File: src/rtl/entropy_pkg.sv
// Shared types and constants for the entropy source.
// Build option: ENTROPY_VN_DEBIAS_EN selects von Neumann pair extraction.
package entropy_pkg;

  typedef enum logic {
    PAIR_EMPTY = 1'b0,
    PAIR_HALF  = 1'b1
  } pair_state_e;

  localparam int DEF_SAMPLE_DIV  = 4;
  localparam int DEF_WORD_W      = 8;
  localparam int DEF_STALL_LIMIT = 64;
  localparam int STALL_W         = 16;

endpackage

File: src/rtl/sync_2ff.sv
// Generic two-flop synchronizer for a single asynchronous input bit.
module sync_2ff (
  input  logic clk,
  input  logic rst_n,
  input  logic d,
  output logic q
);

  logic meta_q, meta_d;
  logic sync_q, sync_d;

  // Next-state of the two synchronizer stages.
  always_comb begin
    meta_d = d;
    sync_d = meta_q;
  end

  // Synchronizer stage registers.
  always_ff @(posedge clk or negedge rst_n) begin
    if (!rst_n) begin
      meta_q <= 1'b0;
      sync_q <= 1'b0;
    end else begin
      meta_q <= meta_d;
      sync_q <= sync_d;
    end
  end

  assign q = sync_q;

endmodule

File: src/rtl/entropy_source.sv
// Entropy source: samples synchronized raw noise on a divided strobe, debiases,
// emits per-bit pulses and assembles bits into words with valid/ready.
// Build option: ENTROPY_VN_DEBIAS_EN enables von Neumann pair extraction;
// undefined, every strobe emits the sample directly.
//
// state      | meaning
// PAIR_EMPTY | waiting for the first sample of a pair
// PAIR_HALF  | first sample held in a_q, waiting for the second
module entropy_source
  import entropy_pkg::*;
#(
  parameter int SAMPLE_DIV  = DEF_SAMPLE_DIV,
  parameter int WORD_W      = DEF_WORD_W,
  parameter int STALL_LIMIT = DEF_STALL_LIMIT
) (
  input  logic              clk,
  input  logic              rst,
  input  logic              raw_noise,
  input  logic              enable,
  output logic              entropy_bit,
  output logic              entropy_valid,
  output logic [WORD_W-1:0] word_out,
  output logic              word_valid,
  input  logic              word_ready,
  output logic              stuck
);

  localparam int                 BIT_W    = (WORD_W > 2) ? $clog2(WORD_W) : 1;
  localparam logic [7:0]         DIV_LAST = 8'(SAMPLE_DIV - 1);
  localparam logic [BIT_W-1:0]   BIT_LAST = BIT_W'(WORD_W - 1);
  localparam logic [STALL_W-1:0] LIMIT    = STALL_W'(STALL_LIMIT);

  logic sample;

  logic [7:0]         div_q, div_d;
  logic               strobe;
  logic               a_q, a_d;
  logic [STALL_W-1:0] stall_q, stall_d;
  logic               stuck_q, stuck_d;
  logic               emit;
  logic               emit_bit;

  logic [BIT_W-1:0]   bitcnt_q, bitcnt_d;
  logic [WORD_W-1:0]  shift_q, shift_d;
  logic [WORD_W-1:0]  wout_q, wout_d;
  logic [WORD_W-1:0]  full_word;
  logic               wvld_q, wvld_d;
  logic               ev_q, ev_d;
  logic               eb_q, eb_d;

  sync_2ff u_sync (
    .clk   (clk),
    .rst_n (rst),
    .d     (raw_noise),
    .q     (sample)
  );

  // Sample divider: strobe on the cycle the count wraps back to 0.
  always_comb begin
    div_d  = div_q;
    strobe = 1'b0;
    if (!enable) begin
      div_d = '0;
    end else if (div_q == DIV_LAST) begin
      div_d  = '0;
      strobe = 1'b1;
    end else begin
      div_d = div_q + 8'd1;
    end
  end

`ifdef ENTROPY_VN_DEBIAS_EN
  pair_state_e state_q, state_d;

  // Pair FSM next state, bit extraction and stall counting over discarded pairs.
  always_comb begin
    state_d  = state_q;
    a_d      = a_q;
    stall_d  = stall_q;
    emit     = 1'b0;
    emit_bit = a_q;
    if (!enable) begin
      state_d = PAIR_EMPTY;
      a_d     = 1'b0;
      stall_d = '0;
    end else if (strobe) begin
      case (state_q)
        PAIR_EMPTY: begin
          a_d     = sample;
          state_d = PAIR_HALF;
        end
        PAIR_HALF: begin
          state_d = PAIR_EMPTY;
          if (a_q != sample) begin
            emit     = 1'b1;
            emit_bit = a_q;
            stall_d  = '0;
          end else if (stall_q != '1) begin
            stall_d = stall_q + STALL_W'(1);
          end
        end
      endcase
    end
  end

  // Pair FSM state register.
  always_ff @(posedge clk or negedge rst) begin
    if (!rst) state_q <= PAIR_EMPTY;
    else      state_q <= state_d;
  end
`else
  logic prev_vld_q, prev_vld_d;

  // Direct emission; stall counts samples repeating the previous one.
  always_comb begin
    a_d        = a_q;
    prev_vld_d = prev_vld_q;
    stall_d    = stall_q;
    emit       = 1'b0;
    emit_bit   = a_q;
    if (!enable) begin
      a_d        = 1'b0;
      prev_vld_d = 1'b0;
      stall_d    = '0;
    end else if (strobe) begin
      emit       = 1'b1;
      emit_bit   = sample;
      a_d        = sample;
      prev_vld_d = 1'b1;
      if (prev_vld_q && (sample == a_q)) begin
        if (stall_q != '1) stall_d = stall_q + STALL_W'(1);
      end else begin
        stall_d = '0;
      end
    end
  end

  // Previous-sample valid flag.
  always_ff @(posedge clk or negedge rst) begin
    if (!rst) prev_vld_q <= 1'b0;
    else      prev_vld_q <= prev_vld_d;
  end
`endif

  // Sticky stuck flag, cleared only while halted.
  always_comb begin
    stuck_d = enable & (stuck_q | (stall_d >= LIMIT));
  end

  // Word assembly, single-entry output holding register and handshake.
  always_comb begin
    bitcnt_d  = bitcnt_q;
    shift_d   = shift_q;
    wout_d    = wout_q;
    wvld_d    = wvld_q;
    ev_d      = emit;
    eb_d      = emit ? emit_bit : eb_q;
    full_word = {shift_q[WORD_W-2:0], emit_bit};
    if (wvld_q && word_ready) wvld_d = 1'b0;
    if (!enable) begin
      bitcnt_d = '0;
      shift_d  = '0;
    end else if (emit) begin
      shift_d = full_word;
      if (bitcnt_q == BIT_LAST) begin
        bitcnt_d = '0;
        // A pending word that is not leaving this cycle wins; the new one drops.
        if (!wvld_q || word_ready) begin
          wout_d = full_word;
          wvld_d = 1'b1;
        end
      end else begin
        bitcnt_d = bitcnt_q + BIT_W'(1);
      end
    end
  end

  // Datapath and status registers.
  always_ff @(posedge clk or negedge rst) begin
    if (!rst) begin
      div_q    <= '0;
      a_q      <= 1'b0;
      stall_q  <= '0;
      stuck_q  <= 1'b0;
      bitcnt_q <= '0;
      shift_q  <= '0;
      wout_q   <= '0;
      wvld_q   <= 1'b0;
      ev_q     <= 1'b0;
      eb_q     <= 1'b0;
    end else begin
      div_q    <= div_d;
      a_q      <= a_d;
      stall_q  <= stall_d;
      stuck_q  <= stuck_d;
      bitcnt_q <= bitcnt_d;
      shift_q  <= shift_d;
      wout_q   <= wout_d;
      wvld_q   <= wvld_d;
      ev_q     <= ev_d;
      eb_q     <= eb_d;
    end
  end

  assign entropy_bit   = eb_q;
  assign entropy_valid = ev_q;
  assign word_out      = wout_q;
  assign word_valid    = wvld_q;
  assign stuck         = stuck_q;

endmodule

File: config.mk
export PLATFORM = sky130hd
export DESIGN_NAME = entropy_source
export DESIGN_NICKNAME = d
export VERILOG_FILES = /design/src/rtl/entropy_pkg.sv /design/src/rtl/sync_2ff.sv /design/src/rtl/entropy_source.sv
export SDC_FILE = /design/constraint.sdc
export NUM_CORES = 1
export LEC_CHECK = 0
export CAP_MARGIN = 0
export CORE_MARGIN = 10
export CORE_UTILIZATION = 38
export CTS_CLUSTER_DIAMETER = 60
export DETAILED_ROUTE_END_ITERATION = 6
export PLACE_DENSITY = 0.52
export SYNTH_ARGS = -nofsm -noshare
export SYNTH_HDL_FRONTEND = slang
export SYNTH_SLANG_ARGS = --single-unit
File: constraint.sdc
create_clock -name clk -period 6.9 [get_ports clk]
set_input_delay 1.38 -clock clk [delete_from_list [all_inputs] [get_ports clk]]
set_output_delay 1.38 -clock clk [all_outputs]
set_load 0.005 [all_outputs]
# Word level (Yosys, flattened, before mapping)
# Cells that the tools add are included.
# totals
reg_bits	50
input_bits	5
# classes
n_addsub	3
magnitude_cmp	1
eq_ne	6
n_mux	25
bitwise	2
n_reduce_logical	5
# ops
cell	count
16-bit 2-to-1 mux	4
16-bit by 1-bit adder with 16-bit output (second input constant)	1
16-bit by 7-bit greater-or-equal comparator with 1-bit output (second input constant)	1
8-bit 2-to-1 mux	2
16-bit inequality test (second input constant)	1
1-bit 2-to-1 mux	14
7-bit 2-to-1 mux	2
3-bit 2-to-1 mux	3
8-bit by 1-bit adder with 8-bit output (second input constant)	1
8-bit by 2-bit equality test with 1-bit output (second input constant)	1
2-bit by 1-bit inequality test with 1-bit output (second input constant)	2
4-bit AND reduction	1
3-bit by 1-bit adder with 3-bit output (second input constant)	1
3-bit equality test (second input constant)	1
1-bit logical AND	2
1-bit bitwise AND	1
1-bit equality test	1
1-bit zero test	1
1-bit logical OR	1
1-bit OR	1

# Depth between registers and ports, before layout
# Gate-level depths: netlist of the first run.
# depth
depth_word	8
ltp_mapped	8
mapped_depth_nobuf	8

# Cells and area by module
# From an unflattened synthesis of the first run, not the netlist that was laid out.
# hier_totals
cells_unflattened	227
hier_area_um2	2397.3
# by_module_without_submodules
module	instances	cells_each	area_per_inst_um2	seq_area_each_um2
entropy_source	1	225	2347.3	1201.2
sync_2ff	1	2	50.0	50.0

# Worst setup path after synthesis of the first run
# OpenSTA, ideal clock, no wires.
# synth_path
kind	input to register
from	in enable
to	reg stuck_q (netlist: stuck)
t_arrival_ns	3.029
slack_ns	3.787
stages	5
cell_sequence	or4b_1 or4_4 or3_1 a21o_1 a41oi_2
# synth_via
elab_chain_len	6
# synth_rtl
element	line	rtl
from (decl)	entropy_source.sv:19	input logic enable,
1-bit 2-to-1 mux	entropy_source.sv:62	if (!enable) begin
16-bit 2-to-1 mux	entropy_source.sv:125	end else if (strobe) begin
16-bit 2-to-1 mux	entropy_source.sv:121	if (!enable) begin
16-bit by 7-bit greater-or-equal comparator with 1-bit output	entropy_source.sv:147	stuck_d = enable & (stuck_q | (stall_d >= LIMIT));
1-bit OR	entropy_source.sv:147	
1-bit bitwise AND *	entropy_source.sv:147	
via stuck_d	entropy_source.sv:39	logic stuck_q, stuck_d;
to (signal assigned)	entropy_source.sv:195	stuck_q <= stuck_d;
to (decl)	entropy_source.sv:39	
# Mark *: on every way through the listed nets, which the timed path passes. The rest lies on a longest branch.
# A chain may end at the register's enable or synchronous reset.

# Final worst setup path of the first run
# layout_path
from	in enable
to	reg stuck_q (netlist: stuck)
# layout_via
elab_chain_len	6
# layout_rtl
element	line	rtl
1-bit 2-to-1 mux	entropy_source.sv:62	
16-bit 2-to-1 mux	entropy_source.sv:125	
16-bit 2-to-1 mux *	entropy_source.sv:121	
via stall_d[8]	entropy_source.sv:38	logic [STALL_W-1:0] stall_q, stall_d;
16-bit by 7-bit greater-or-equal comparator with 1-bit output *	entropy_source.sv:147	
1-bit OR *	entropy_source.sv:147	
1-bit bitwise AND *	entropy_source.sv:147	
via stuck_d	entropy_source.sv:39	
# Marks and branches as above.

==> flow_metrics.env, run 1 <==
export IMPL_status="finished, final reports clean"
export IMPL_layout_min_cycle_time_ns=3.527
export IMPL_die_area_sq_um=9849
export IMPL_drt_wirelength_per_cell_um=15.09
export IMPL_syn_area_per_cell_sq_um=10.37
export IMPL_clock_sinks=50
export IMPL_synth_area_sq_um=2386
export IMPL_ir_drop_mv=0.09426
export IMPL_drc=0
export IMPL_yosysTopAreaCell="dfrtp_1"
export IMPL_tightestPinTransition_ns=0.7037
export IMPL_num_antenna_cells=0
export IMPL_startpoint_type="input pin"
export IMPL_pin_count=17
export IMPL_r2r_end="stuck$_DFF_PN0_"
export IMPL_grt_max_degree=51
export IMPL_ctsResizeCount=0
export IMPL_p_clk_share_pct=32.6
export IMPL_r2r_cells=8
export IMPL_place_congestion=0.8096
export IMPL_synth_area_leaders="dfrtp_1 52%, nand2_1 4.6%, mux2_2 3.8%, a21oi_1 3.4%, nor2_1 3.3%"
export IMPL_worstHoldPathCells=0
export IMPL_dp_cells=316
export IMPL_htree_levels=2
export IMPL_areaGrowthSynthToFinish_pct=13.42
export IMPL_crit_path_max_fanout=6
export IMPL_reg2reg_slack_ns=4.28
export IMPL_seqCellArea_sq_um=1251
export IMPL_path_class="in -> reg"
export IMPL_cts_buffers=5
export IMPL_p_leak_uw=0.001171
export IMPL_multi_input_area_sq_um=1094
export IMPL_synth_seq_cells=50
export IMPL_clk_latency_ns=0.30
export IMPL_routed_wl_um=4875
export IMPL_final_nets=257
export IMPL_cts_setup_buffers=0
export IMPL_hpwl_um=3403
export IMPL_grt_pass1_vias=1747
export IMPL_drive_above_1_share_pct=10.48
export IMPL_viasPerCell=5.337
export IMPL_cp_endpoint="stuck$_DFF_PN0_"
export IMPL_p_switching_uw=125.3
export IMPL_p_seq_share_pct=59.9
export IMPL_synth_edff_count=0
export IMPL_p_per_area_nw_per_um2=188.2
export IMPL_post_route_util_pct=44.91
export IMPL_hold_violations=0
export IMPL_syn_num_nets=239
export IMPL_ys_types=45
export IMPL_setup_viol=0
export IMPL_grt_antenna_before_repair=0
export IMPL_start_util_pct=39.60
export IMPL_vias=1724
export IMPL_coreArea_sq_um=6026
export IMPL_max_slew_margin_rel_pct=52.66
export IMPL_synthCells=230
export IMPL_rr_startpoint="div_q[0]$_DFF_PN0_"
export IMPL_hold_slack_ns=0.3542
export IMPL_path_clk_slew_ns=0.09
export IMPL_cp_required_ns=7.06
export IMPL_cp_arrival_ns=3.69
export IMPL_rsz0062_at_grt="false"
export IMPL_die_x_um=99.24
export IMPL_min_period_over_period_pct=51.12
export IMPL_endpoint_kind="flip-flop"
export IMPL_drv_slew=0
export IMPL_setup_tns_ns=0
export IMPL_track_usage_pct=10.24
export IMPL_postSynth_asyncResetShare_pct=100.0
export IMPL_cp_startpoint="enable"
export IMPL_swShare_pct=24.60
export IMPL_ys_seq_area_share_pct=52.44
export IMPL_fin_cells=323
export IMPL_ctsLongestPathBuffers=2
export IMPL_pwr_share_comb_pct=7.5
export IMPL_drv_cap=0
export IMPL_num_fill_cells=627
export IMPL_drtIter0Drc=67
export IMPL_ys_flop_type="dfrtp_1"
export IMPL_hp_class="reg -> reg"
export IMPL_root_buffer="clkbuf_8"
export IMPL_cts_tree="built"
export IMPL_clock_skew_final_ns=0.006664
export IMPL_synth_top_area_share_pct=52.44
export IMPL_ant_nets=0
export IMPL_intPower_uw=384.1
export IMPL_fmax_mhz=283.5
export IMPL_first_pass_iters=4
export IMPL_port_buffers=16
export IMPL_floorplan_rows=28
export IMPL_gr_total_overflow=0
export IMPL_cts_hold_repair_buffers=0
export IMPL_yosys_warnings=0
export IMPL_grt_pass1_wl_um=8445
export IMPL_die_h_um=99.24
==> flip-flops by register name, summed over array words and instances, names as in the netlist <==
| signal | flops |
|---|---|
| a_q | 1 |
| bitcnt_q | 3 |
| div_q | 8 |
| entropy_bit | 1 |
| entropy_valid | 1 |
| prev_vld_q | 1 |
| shift_q | 7 |
| stall_q | 16 |
| stuck | 1 |
| u_sync.meta_q | 1 |
| u_sync.q | 1 |
| word_out | 8 |
| word_valid | 1 |
==> cells in the mapped netlist, drive strengths merged, types with 2 or more instances <==
cell	count
dfrtp	50
nand2	29
nor2	21
a21oi	16
nand3	9
xor2	9
mux2	8
nand4	8
xnor2	8
clkbuf	7
and3	6
nor3	6
nor4	6
and4	5
ha	4
inv	4
a21o	3
and2	3
o21ai	3
a32o	2
a41oi	2
nor4b	2
or2	2
or4	2
or4b	2
==> how the worst min path moves through the flow <==
stage,start,end
after floorplan,u_sync.meta_q$_DFF_PN0_,u_sync.q$_DFF_PN0_
after global placement,u_sync.meta_q$_DFF_PN0_,u_sync.q$_DFF_PN0_
after detailed placement,u_sync.meta_q$_DFF_PN0_,u_sync.q$_DFF_PN0_
after CTS,u_sync.meta_q$_DFF_PN0_,u_sync.q$_DFF_PN0_
after global routing,u_sync.meta_q$_DFF_PN0_,u_sync.q$_DFF_PN0_
final,u_sync.meta_q$_DFF_PN0_,u_sync.q$_DFF_PN0_
==> metal layers <==
| metal | track usage (%) | part of all wire [%] |
|---|---|---|
| met5 | 0 | 0 |
| met4 | 4.300 | 1.3 |
| met3 | 3.045 | 3.6 |
| met2 | 15.33 | 45 |
| met1 | 13.36 | 50 |
==> worst max-delay path, cell delays in order <==
cell             delay [ns]
clkdlybuf4s50_1        0.55
or4b_1                 0.55
nor4_2                 0.40
mux2i_1                0.23
nor2_1                 0.07
nor4b_1                0.35
a41oi_2                0.16
==> power groups by stage <==
| stage | clock network, uW | logic, uW | registers, uW |
|---|---|---|---|
| after floorplan | 0 | 18.8 | 310 |
| after global placement | 0 | 39.0 | 311 |
| after detailed placement | 0 | 39.3 | 311 |
| after CTS | 175 | 39.4 | 305 |
| after global routing | 185 | 43.8 | 306 |
| final | 166 | 38.3 | 305 |
==> cell usage in the layout, fill, tap and decap left out, types with 2 or more instances in the layout <==
cell type | Yosys | routed
a21oi_1 | 16 | 16
and3_1 | 5 | 5
and2_1 | 3 | 3
xnor2_1 | 8 | 8
clkbuf_8 | 0 | 5
nand4_1 | 8 | 8
or2_2 | 2 | 2
dfrtp_1 | 50 | 50
mux2_2 | 8 | 8
nand2_1 | 29 | 29
nor3_1 | 6 | 6
inv_1 | 4 | 4
nand3_1 | 9 | 9
a32o_1 | 2 | 2
ha_1 | 4 | 4
nor4_1 | 5 | 5
nor2_1 | 21 | 21
buf_4 | 0 | 2
a21o_1 | 3 | 3
clkdlybuf4s50_1 | 0 | 15
and4_1 | 5 | 5
xor2_1 | 9 | 9
o21ai_0 | 2 | 2
==> logic make-up (layout without fill, tap and decap cells) <==
group / count (synthesis) / in the layout / share of synthesized area (%)
and+or+nand+nor: 107 / 107 / 24.44
DFF: 50 / 50 / 52.44
AOI/OAI and AO/OA: 32 / 32 / 8.863
xor gates and xnor gates: 17 / 17 / 6.240
buffers and inverters: 11 / 29 / 1.730
muxes: 9 / 9 / 4.195
adders and majority gates: 4 / 4 / 2.098
==> cell type report <==
type	instances	area share [%]
well taps	75	3.467
inverters	4	0.5548
clock buffers	5	2.543
flip-flops and latches	50	46.23
clock inverters	2	0.5086
multi-input cells	169	40.41
repair buffers	18	6.288
==> through the flow <==
stage / instance area, sq um / setup WS, ns / power, uW
finish: 2706 / 3.373 / 509.3
CTS: 2706 / 3.394 / 519.2
global placement: 2624 / 3.121 / 349.9
floorplan: 2386 / 3.787 / 328.6
detailed placement: 2624 / 3.061 / 350.3
global route: 2706 / 3.170 / 534.9
Note: power is estimated with default switching activity, not from simulation.
==> run 2: changes to the inputs <==
==> constraint.sdc (replaced) <==
create_clock -name clk -period 3.3 [get_ports clk]
set_input_delay 0.66 -clock clk [delete_from_list [all_inputs] [get_ports clk]]
set_output_delay 0.66 -clock clk [all_outputs]
set_load 0.005 [all_outputs]
==> flow_metrics.env, run 2 (synthesis results as in run 1) <==
export IMPL_p_per_area_nw_per_um2=392.1
export IMPL_grt_pass1_vias=1778
export IMPL_cts_hold_repair_buffers=0
export IMPL_cts_tree="built"
export IMPL_cp_startpoint="enable"
export IMPL_layout_min_cycle_time_ns=2.713
export IMPL_pwr_share_comb_pct=7.9
export IMPL_path_class="in -> reg"
export IMPL_drv_slew=0
export IMPL_drtIter0Drc=71
export IMPL_die_h_um=99.24
export IMPL_root_buffer="clkbuf_8"
export IMPL_cts_setup_buffers=0
export IMPL_startpoint_type="input pin"
export IMPL_cts_buffers=5
export IMPL_die_area_sq_um=9849
export IMPL_grt_pass1_wl_um=8569
export IMPL_cpPeakStageDelay_ns=0.54
export IMPL_clock_skew_final_ns=0.003690
export IMPL_final_common_cell="dfrtp_1"
export IMPL_multi_input_area_sq_um=1094
export IMPL_cp_required_ns=3.47
export IMPL_drive_above_1_share_pct=12.60
export IMPL_cp_slowest_cell="or4b_1"
export IMPL_cp_arrival_ns=2.89
export IMPL_wl_met3_um=251
export IMPL_routed_wl_um=4972
export IMPL_place_congestion=0.8146
export IMPL_largest_reg_flops=16
export IMPL_setup_viol=0
export IMPL_reg2reg_slack_ns=0.78
export IMPL_fin_total_pwr_uw=1079
export IMPL_hold_slack_ns=0.2517
export IMPL_num_fill_cells=608
export IMPL_track_usage_pct=10.37
export IMPL_r2r_cells=7
export IMPL_ir_drop_mv=0.1900
export IMPL_gr_total_overflow=0
export IMPL_floorplan_rows=28
export IMPL_p_clk_share_pct=33.1
export IMPL_vias=1745
export IMPL_ant_nets=0
export IMPL_rr_startpoint="div_q[0]$_DFF_PN0_"
export IMPL_post_route_util_pct=45.66
export IMPL_wl_met2_um=2253
export IMPL_final_nets=263
export IMPL_clock_sinks=50
export IMPL_fmax_mhz=368.6
export IMPL_setup_tns_ns=0
export IMPL_cp_endpoint="stuck$_DFF_PN0_"
export IMPL_p_leak_uw=0.001201
export IMPL_seqCellArea_sq_um=1251
export IMPL_first_pass_iters=5
export IMPL_num_antenna_cells=0
export IMPL_drc=0
export IMPL_setup_ws_ns=0.5873
export IMPL_start_util_pct=39.60
export IMPL_hp_class="in -> async"
export IMPL_p_switching_uw=271.7
export IMPL_endpoint_kind="flip-flop"
export IMPL_status="finished, final reports clean"
export IMPL_max_slew_margin_rel_pct=70.08
export IMPL_crit_path_max_fanout=4
export IMPL_drv_cap=0
export IMPL_hpwl_um=3589
export IMPL_cp_cell_sequence="clkdlybuf4s50_1, or4b_1, nor4_2, mux2i_1, nor2_1, nor4b_1, a41oi_2"
export IMPL_grt_max_degree=36
export IMPL_pre_cts_ws_ns=0.2434
export IMPL_pin_count=17
export IMPL_wl_met1_um=2420
export IMPL_p_seq_share_pct=59.0
export IMPL_regMostFlops="stall_q"
export IMPL_rsz0062_at_grt="false"
export IMPL_grt_antenna_before_repair=0
export IMPL_top_layer="met4"
export IMPL_layout_common_cells="50 x dfrtp_1, 29 x nand2_1, 21 x nor2_1, 16 x a21oi_1, 15 x clkdlybuf4s50_1"
export IMPL_ctsResizeCount=0
export IMPL_swShare_pct=25.19
export IMPL_htree_levels=2
export IMPL_ctsLongestPathBuffers=2
export IMPL_coreArea_sq_um=6026
export IMPL_r2r_end="stuck$_DFF_PN0_"
export IMPL_tightestPinTransition_ns=0.4487
export IMPL_port_buffers=16
export IMPL_viasPerCell=5.304
export IMPL_drt_wirelength_per_cell_um=15.11
export IMPL_intPower_uw=807.1
export IMPL_areaGrowthSynthToFinish_pct=15.31
export IMPL_path_clk_slew_ns=0.09
export IMPL_die_x_um=99.24
export IMPL_hold_violations=0
export IMPL_min_period_over_period_pct=82.20
export IMPL_clk_latency_ns=0.31
==> run 2: cell types whose count changed in the layout (fill, tap and decap cells not counted) <==
cell / change
buf_4: +6
==> run 2: worst min-delay path by stage <==
| stage | from | to | cells after the start | slack (ns) |
|---|---|---|---|---|
| final | rst | word_valid$_DFF_PN0_ | 1 | 0.25 |
| after global routing | rst | word_valid$_DFF_PN0_ | 1 | 0.27 |
| after CTS | rst | word_valid$_DFF_PN0_ | 1 | 0.26 |
| after detailed placement | u_sync.meta_q$_DFF_PN0_ | u_sync.q$_DFF_PN0_ | 0 | 0.34 |
| after global placement | u_sync.meta_q$_DFF_PN0_ | u_sync.q$_DFF_PN0_ | 0 | 0.33 |
| after floorplan | u_sync.meta_q$_DFF_PN0_ | u_sync.q$_DFF_PN0_ | 0 | 0.33 |
==> run 2: worst max-delay path: cells and delay by family <==
family,cells,cell delay [ns]
AND/OR/NAND/NOR,4,1.37
multiplexers,1,0.23
AO/OA/AOI/OAI,1,0.16
buffers and inverters,1,0.47
==> run 2: per-stage QoR <==
stage	cells	cell area (sq um)
2_1_floorplan	230	2386
3_3_place_gp	322	2669
3_5_place_dp	322	2669
4_1_cts	329	2751
5_1_grt	329	2751
6_report	329	2751
==> run 2: power groups by stage <==
stage	sequential (uW)	combinational (uW)	clock (uW)
6_report	637	84.8	357
5_1_grt	640	95.6	393
4_1_cts	638	88.1	372
3_5_place_dp	650	87.6	0
3_3_place_gp	650	87.4	0
2_1_floorplan	648	39.4	0
==> run 2: final cells by class <==
| type | instances | area share (%) |
|---|---|---|
| Clock inverter | 2 | 0.5002 |
| Sequential cell | 50 | 45.48 |
| Inverter | 4 | 0.5457 |
| Multi-Input combinational cell | 169 | 39.75 |
| Clock buffer | 5 | 2.501 |
| Timing Repair Buffer | 24 | 7.822 |
| Tap cell | 75 | 3.411 |
==> run 2: per-layer routing <==
metal	global-route usage, %	vias to the layer above
met1	13.38	836
met3	2.976	5
met2	16.43	29
met5	0	-
li1	-	875
met4	2.977	0
==> run 3: changes to the inputs <==
--- a/config.mk
+++ b/config.mk
@@ -10,7 +10,7 @@
 export CORE_UTILIZATION = 38
 export CTS_CLUSTER_DIAMETER = 60
 export DETAILED_ROUTE_END_ITERATION = 6
-export PLACE_DENSITY = 0.52
+export PLACE_DENSITY = 0.54
 export SYNTH_ARGS = -nofsm -noshare
 export SYNTH_HDL_FRONTEND = slang
 export SYNTH_SLANG_ARGS = --single-unit
==> constraint.sdc (replaced) <==
create_clock -name clk -period 2.37 [get_ports clk]
set_input_delay 0.474 -clock clk [delete_from_list [all_inputs] [get_ports clk]]
set_output_delay 0.474 -clock clk [all_outputs]
set_load 0.005 [all_outputs]
==> flow_metrics.env, run 3 (synthesis results as in run 1) <==
export IMPL_cts_hold_repair_buffers=0
export IMPL_cp_cell_sequence="ha_2, or4b_4, or4_4, or3_1, a21o_1, a41oi_2"
export IMPL_place_congestion=0.8457
export IMPL_path_class="reg -> reg"
export IMPL_ant_nets=0
export IMPL_fmax_mhz=432.3
export IMPL_final_common_cell="dfrtp_1"
export IMPL_cp_slowest_cell="or4_4"
export IMPL_clk_latency_ns=0.31
export IMPL_grt_pass1_wl_um=9045
export IMPL_layout_common_cells="50 x dfrtp_1, 29 x nand2_1, 27 x buf_4, 21 x nor2_1, 16 x a21oi_1"
export IMPL_hold_violations=0
export IMPL_status="finished, final reports clean"
export IMPL_vias=1836
export IMPL_pre_cts_ws_ns=-0.4020
export IMPL_cp_arrival_ns=2.55
export IMPL_cts_tree="built"
export IMPL_largest_reg_flops=16
export IMPL_rr_startpoint="div_q[0]$_DFF_PN0_"
export IMPL_hp_class="in -> async"
export IMPL_final_nets=283
export IMPL_port_buffers=16
export IMPL_path_delay_family="simple AND/OR/NAND/NOR gates"
export IMPL_drv_slew=0
export IMPL_rsz0062_at_grt="true"
export IMPL_setup_ws_ns=0.05668
export IMPL_ctsLongestPathBuffers=2
export IMPL_grt_max_degree=28
export IMPL_clock_skew_final_ns=0.007096
export IMPL_die_h_um=99.24
export IMPL_num_antenna_cells=0
export IMPL_p_per_area_nw_per_um2=554.1
export IMPL_crit_path_max_fanout=4
export IMPL_start_util_pct=39.60
export IMPL_tightestPinTransition_ns=0.5643
export IMPL_htree_levels=2
export IMPL_r2r_cells=6
export IMPL_cp_required_ns=2.60
export IMPL_die_x_um=99.24
export IMPL_setup_viol=0
export IMPL_max_slew_margin_rel_pct=62.38
export IMPL_areaGrowthSynthToFinish_pct=25.54
export IMPL_reg2reg_slack_ns=0.06
export IMPL_startpoint_type="flip-flop"
export IMPL_root_buffer="clkbuf_8"
export IMPL_clock_sinks=50
export IMPL_routed_wl_um=5194
export IMPL_p_leak_uw=0.001335
export IMPL_drc=0
export IMPL_layout_min_cycle_time_ns=2.313
export IMPL_regMostFlops="stall_q"
export IMPL_track_usage_pct=11.17
export IMPL_cts_buffers=5
export IMPL_drtIter0Drc=86
export IMPL_drv_cap=0
export IMPL_gr_total_overflow=0
export IMPL_cpPeakStageDelay_ns=0.52
export IMPL_grt_antenna_before_repair=0
export IMPL_crit_buf_inv=0
export IMPL_hpwl_um=3767
export IMPL_setup_tns_ns=0
export IMPL_r2r_end="stuck$_DFF_PN0_"
export IMPL_viasPerCell=5.246
export IMPL_die_area_sq_um=9849
export IMPL_pin_count=17
export IMPL_ir_drop_mv=0.3020
export IMPL_drive_above_1_share_pct=22.18
export IMPL_endpoint_kind="flip-flop"
export IMPL_floorplan_rows=28
export IMPL_path_clk_slew_ns=0.09
export IMPL_first_pass_iters=4
export IMPL_drt_wirelength_per_cell_um=14.84
export IMPL_coreArea_sq_um=6026
export IMPL_min_period_over_period_pct=97.61
export IMPL_grt_pass1_vias=1843
run 3: report_power, final:
part	total (uW)	internal (uW)	switching [uW]
Combinational	151	68.8	82.4
Clock	624	322	302
Sequential	885	872	12.6
run 3: metrics by stage:
stage / utilization (%) / total power (uW) / hold slack, ns / instances / cell area (sq um)
final: 49.71 / 1660 / 0.1419 / 350 / 2995
after floorplan: - / 956.7 / 0.1784 / 230 / 2386
after global routing: 49.71 / 1738 / 0.1859 / 350 / 2995
after detailed placement: 46.74 / 1047 / 0.3347 / 340 / 2816
after CTS: 48.86 / 1683 / 0.1581 / 348 / 2944
after global placement: 46.74 / 1047 / 0.3357 / 340 / 2816
run 3: worst register-to-register path, cell delays in order, from the launching register on:
cell	delay, ns
dfrtp_1	0.36
ha_2	0.18
or4b_4	0.50
or4_4	0.52
or3_1	0.32
a21o_1	0.19
a41oi_2	0.16
run 3: area by class of cell:
type,instances,area [sq um]
Tap cell,75,93.84
Fill cell,556,3030
Multi-Input combinational cell,169,1142
Sequential cell,50,1251
Clock inverter,3,47.55
Inverter,4,15.01
Timing Repair Buffer,44,376.6
Clock buffer,5,68.82
run 3: metal layers:
metal | GRT usage (%) | wire length, um | part of all wire (%) | vias up
met5 | 0 | 0 | 0 | -
li1 | - | - | - | 917
met3 | 2.907 | 218 | 4.2 | 9
met1 | 14.02 | 2515 | 48 | 872
met2 | 17.59 | 2347 | 45 | 38
met4 | 4.961 | 112 | 2.2 | 0
run 3: worst max-delay path by stage:
| stage | from | end | depth (start not counted) |
|---|---|---|---|
| finish | div_q[0]$_DFF_PN0_ | stuck$_DFF_PN0_ | 6 |
| global route | div_q[0]$_DFF_PN0_ | stuck$_DFF_PN0_ | 6 |
| CTS | div_q[1]$_DFF_PN0_ | stuck$_DFF_PN0_ | 6 |
| detailed placement | enable | stuck$_DFF_PN0_ | 7 |
| global placement | enable | stuck$_DFF_PN0_ | 6 |
| floorplan | div_q[0]$_DFF_PN0_ | stuck$_DFF_PN0_ | 6 |
run 3: what timing repair did:
item                                    4_1_cts  5_1_grt
gates resized for setup                       3        7
endpoints found under the setup margin        1        3
endpoints found under the hold margin         0        0
setup buffers                                 0        2
pin swaps                                     4        0
